`config.mk`:
```
export PLATFORM = sky130hd
export DESIGN_NAME = mcm_pack_param
export DESIGN_NICKNAME = d
export VERILOG_FILES = /design/src/rtl/mcm_pack_param.sv
export SDC_FILE = /design/constraint.sdc
export NUM_CORES = 1
export LEC_CHECK = 0
export CAP_MARGIN = 20
export CORE_MARGIN = 2
export CORE_UTILIZATION = 41
export DETAILED_ROUTE_END_ITERATION = 8
export SYNTH_ARGS = -nofsm -noshare
export SYNTH_HDL_FRONTEND = slang
export SYNTH_SLANG_ARGS = --single-unit
```
`constraint.sdc`:
```
create_clock -name clk -period 2.4 [get_ports clk]
set_clock_uncertainty 0.2 [all_clocks]
set_input_delay 0.48 -clock clk [delete_from_list [all_inputs] [get_ports clk]]
set_output_delay 0.48 -clock clk [all_outputs]
set_load 0.01 [all_outputs]
```
`src/rtl/mcm_pack_param.sv`:
```
// mcm_pack_param: reads 3-byte groups from a frame RAM and packs each group into two
// DATA_W-bit words written to a strided group memory, one stream at a time.
module mcm_pack_param #(
    parameter int RD_AW       = 8,
    parameter int WR_AW       = 10,
    parameter int DATA_W      = 12,
    parameter int LSB_W       = 2,
    parameter int RD_LAT      = 2,
    parameter int N_STREAM    = 3,
    parameter int WPS         = 32,
    parameter int STRIDE      = 32,
    parameter int STREAM_STEP = 8
) (
    input  logic              clk,
    input  logic              reset,
    input  logic              iDone,
    input  logic [7:0]        iData,
    output logic [RD_AW-1:0]  oRdAddr,
    output logic              oRdEn,
    input  logic              iBusy,
    output logic [DATA_W-1:0] oData,
    output logic [WR_AW-1:0]  oAddr,
    output logic              oWren,
    output logic              oBusy,
    output logic [3:0]        oStream,
    output logic              oFrameDone
);
    localparam int GROUPS   = WPS / 2;
    localparam int GW       = $clog2(GROUPS + 1);
    localparam int READ_LEN = 3 + RD_LAT;

    typedef enum logic [2:0] {IDLE, WAITMEM, READ, WRITE, CHECK, DONE} state_t;
    state_t state, nextState;

    logic [2:0]       busySync;
    logic             rear;
    logic [2:0]       cycCnt;
    logic [GW-1:0]    groupCnt;
    logic [7:0]       b0, b1;
    logic [LSB_W-1:0] b2Hi;
    logic [WR_AW-1:0] addrA, streamBase;
    logic             readLast, streamEnd, lastStream, clearCnt;

    // Shared byte supplies the low bits; the word is left-aligned and zero padded below.
    function automatic logic [DATA_W-1:0] packWord(input logic [7:0] hi, input logic [LSB_W-1:0] lo);
        logic [DATA_W-1:0] w;
        w = '0;
        w[DATA_W-1 -: 8+LSB_W] = {hi, lo};
        return w;
    endfunction

    assign rear       = busySync[2] & ~busySync[1];
    assign readLast   = (state == READ) && (cycCnt == 3'(READ_LEN - 1));
    assign streamEnd  = (groupCnt == GW'(GROUPS));
    assign lastStream = (oStream == 4'(N_STREAM - 1));
    assign clearCnt   = !iDone && ((state == WAITMEM) || (state == DONE));

    always_ff @(posedge clk) begin
        if (reset) state <= IDLE;
        else       state <= nextState;
    end

    always_comb begin
        // NOTE: every output of this block gets a default first so no path can infer a latch.
        nextState = state;
        oRdEn     = 1'b0;
        oWren     = 1'b0;
        case (state)
            IDLE:    if (iDone) nextState = WAITMEM;
            WAITMEM: begin
                if (!iDone)    nextState = IDLE;
                else if (rear) nextState = READ;
            end
            READ: begin
                oRdEn = (cycCnt < 3'd3);
                if (readLast) nextState = WRITE;
            end
            WRITE: begin
                oWren = 1'b1;
                if (cycCnt != 3'd0) nextState = CHECK;
            end
            CHECK: begin
                if (!streamEnd)     nextState = READ;
                else if (lastStream) nextState = DONE;
                else                nextState = WAITMEM;
            end
            DONE:    if (!iDone) nextState = IDLE;
            default: nextState = IDLE;
        endcase
    end

    // NOTE: clocked state uses non-blocking assignments so every flop samples pre-edge values.
    always_ff @(posedge clk) begin
        if (reset) begin
            busySync   <= '0;
            cycCnt     <= '0;
            groupCnt   <= '0;
            b0         <= '0;
            b1         <= '0;
            b2Hi       <= '0;
            addrA      <= '0;
            streamBase <= '0;
            oRdAddr    <= '0;
            oData      <= '0;
            oAddr      <= '0;
            oBusy      <= 1'b0;
            oStream    <= '0;
            oFrameDone <= 1'b0;
        end else begin
            busySync   <= {busySync[1:0], iBusy};
            oFrameDone <= 1'b0;
            if (clearCnt) begin
                cycCnt     <= '0;
                groupCnt   <= '0;
                addrA      <= '0;
                streamBase <= '0;
                oRdAddr    <= '0;
                oAddr      <= '0;
                oStream    <= '0;
            end else begin
                case (state)
                    WAITMEM: if (rear) begin
                        oBusy  <= 1'b1;
                        cycCnt <= '0;
                    end
                    READ: begin
                        cycCnt <= cycCnt + 3'd1;
                        if (oRdEn) oRdAddr <= oRdAddr + RD_AW'(1);
                        if (cycCnt == 3'(RD_LAT))     b0 <= iData;
                        if (cycCnt == 3'(RD_LAT + 1)) b1 <= iData;
                        // Third byte arrives on the last READ clock; w0 is formed straight from it.
                        if (readLast) begin
                            cycCnt <= '0;
                            b2Hi   <= iData[2*LSB_W-1:LSB_W];
                            oData  <= packWord(b0, iData[LSB_W-1:0]);
                            oAddr  <= addrA;
                        end
                    end
                    WRITE: begin
                        if (cycCnt == 3'd0) begin
                            cycCnt <= 3'd1;
                            oData  <= packWord(b1, b2Hi);
                            oAddr  <= addrA + WR_AW'(STRIDE);
                        end else begin
                            cycCnt   <= '0;
                            addrA    <= addrA + WR_AW'(2 * STRIDE);
                            groupCnt <= groupCnt + GW'(1);
                        end
                    end
                    CHECK: if (streamEnd) begin
                        oBusy      <= 1'b0;
                        oStream    <= oStream + 4'd1;
                        groupCnt   <= '0;
                        streamBase <= streamBase + WR_AW'(STREAM_STEP);
                        addrA      <= streamBase + WR_AW'(STREAM_STEP);
                        if (lastStream) oFrameDone <= 1'b1;
                    end
                    default: ;
                endcase
            end
        end
    end
endmodule
```
==> metrics <==
Period minus WS final=2130 ps; Hold Path Stages=1; Longest Clk Path Bufs=2; H-tree Lvls=3; Pins Over Slew Limit=0; worst reg-to-reg path cell count=6; final hold slack=241 ps; Starting Density=0.420; Yosys top cell area share=0.423; Hold Violations, Final=0; total of max-cap violations=0; vias in the first global route=3004; fraction of layout cells with a size suffix above 1=0.114; Reg clk slew, reported paths=80 ps; Worst Setup SP=cycCnt[0]; dpl hpwl=6000 um; fin area=0.00449 mm^2; Synth top cells by count=dfxtp_1, nand2_1, nor2_1; Total Routing Usage GR=0.179; Yosys reg bits=77; Crit Reg-Reg Startpoint=cycCnt[0]; num rows=34; outcome=completed; Area contributors post-synth=dfxtp_1, nand2_1, a21oi_1; Crit Path Class=register to register; Worst EP required=2440 ps; distinct cell type count after synthesis=61; CORE AREA=0.00868 mm^2; clock sinks=77; Leak=1.57 nW; crit end category=register; PD cells=641 mW/mm^2; setup violators final=0; initial antenna violation count=0; Synth Warn #=0; count leader, synth=dfxtp_1; Filler cells=875; first-pass GRT wire length=14100 um; WL/cell=14.3 um; # diodes=0; fraction of registers with async set/reset=0; fin crit share=0.886; f_max=0.470 GHz; R2R Setup Slk=270 ps; Hold EP=busySync[1]; post-layout util=0.517; DIE WIDTH=98.3 um; final net count=502; total CTS buffers=9; Hold Path Class=register to register; post-synth top area cell=dfxtp_1; total I/O pin count=50; RR Endpoint=groupCnt[3]; drt first pass iters=4; synthesized area per cell=8.54 um^2; Crit-path slowest cell=nor2b_1; Worst setup SP type=register; Vias=3177; cells after synthesis=427; RD Place Congestion=0.808; DRC violations left=0; area growth from synthesis to final layout=23.2%; Die Area=0.00966 mm^2; Root Driver=clkbuf_8; Seq/Total Area, Yosys=0.423; CP Data Arrival Time=2170 ps; worst path cell trace=inv_1, ha_1, nor2b_1, o22ai_1, and4_1, o21a_1; vias per std cell=5.38; clk_lat worst skew=350 ps; Initial DRC Count=161; Detail Route Antenna Nets=0; setup tns final=0 ps; maximum vdd drop=0.000382 V; Slowest Stage Delay on Critical Path=380 ps; number of flops mapped to enable cells by yosys=0; Die Ht=98.3 um; Mapped Area=0.00365 mm^2; Congestion Overflow GR=0; hold-fix buffers at CTS=0; post-CTS setup buffer count=0; Pwr Total=2.88 mW; Post-synth top flop=dfxtp_1; Hold Startpoint=busySync[0]; critical-path maximum fanout=8; TritonCTS clock tree=yes; IO buf count=44; pin count of the biggest net entering global routing=37; unrepaired setup endpoints after global routing=no; Area after DPL=0.00426 mm^2; final WL=8460 um
[worst max path at each step]
stage | to | slack, ps | cells past startpoint
final | groupCnt[3] | 270 | 6
after global routing | groupCnt[3] | 160 | 6
after CTS | oRdEn | 3 | 4
after detailed placement | groupCnt[4] | 80 | 5
after global placement | addrA[8] | 130 | 5
after floorplan | addrA[8] | 600 | 5
[worst max-delay path, delay by kind of cell (launching register included)]
| family | cells | cell delay [ps] |
|---|---|---|
| flip-flops | 1 | 340 |
| buffers and inverters | 1 | 110 |
| AND/OR/NAND/NOR | 2 | 640 |
| adder cells (fa/ha/maj) | 1 | 320 |
| AO/OA/AOI/OAI | 2 | 430 |
[layout make-up]
class / instances / area (um^2) / area share
Sequential cell: 77 / 1550 / 0.345
Clock buffer: 9 / 124 / 0.0276
Tap cell: 108 / 135 / 0.0301
Clock inverter: 6 / 87.6 / 0.0195
Multi-Input combinational cell: 313 / 1920 / 0.429
Inverter: 11 / 41.3 / 0.00919
Timing Repair Buffer: 67 / 631 / 0.140
[registers in the layout (all words and copies together), names as in the netlist]
signal,count
b0,8
busySync,3
oRdAddr,8
state,3
oData,10
b1,8
streamBase,7
oBusy,1
cycCnt,3
oStream,4
addrA,7
groupCnt,5
oAddr,7
oFrameDone,1
b2Hi,2
[metal layers]
metal	up-vias	wire length, um	global-route usage
met4	0	85	0.0706
met5	-	0	0
met1	1492	3820	0.235
li1	1595	-	-
met3	6	493	0.0401
met2	84	4060	0.288
[placed cells by master (no fill, tap or decap), drive strengths merged, types with 4 or more instances in the layout]
cell type and instances:
a211oi 6, inv 12, a311oi 10, nand4 4, nand2b 5, clkbuf 9, o21bai 4, o21ai 9
xnor2 11, or3 5, ha 11, nor3 8, dfxtp 77, nor2b 4, nor2 44, buf 23
nand3 30, nand3b 4, nor3b 5, clkdlybuf4s50 42, a21oi 38, xor2 9, conb 5, mux2i 5
nand2 57
[through the flow]
stage / setup slack [ps] / instances
after floorplan: 604 / 431
after global placement: 127 / 576
after detailed placement: 84.6 / 576
after CTS: 3.03 / 591
after global routing: 158 / 591
final: 273 / 591
[what timing repair did]
action,CTS,global route
pin swaps,1,0
gates cloned,0,0
endpoints found under the hold margin,0,0
endpoints found under the setup margin,2,2
gates resized for setup,6,2
[cells by family after synthesis]
group                      count (synthesis)  synth area share
xor gates and xnor gates                  20            0.0480
and+or+nand+nor                          184             0.263
adders and majority gates                 11            0.0377
buffers and inverters                     41            0.0566
AOI/OAI and AO/OA                         88             0.157
DFF                                       77             0.423
muxes                                      5            0.0137
other                                      1           0.00103
[report_power, final]
part	leakage (nW)	switching [mW]	internal [mW]	total, mW
clock	0.109	0.480	0.582	1.06
sequential	0.623	0.0455	1.32	1.36
combinational	0.835	0.242	0.210	0.452
total	1.57	0.768	2.11	2.88
(Power assumes the default switching activity.)
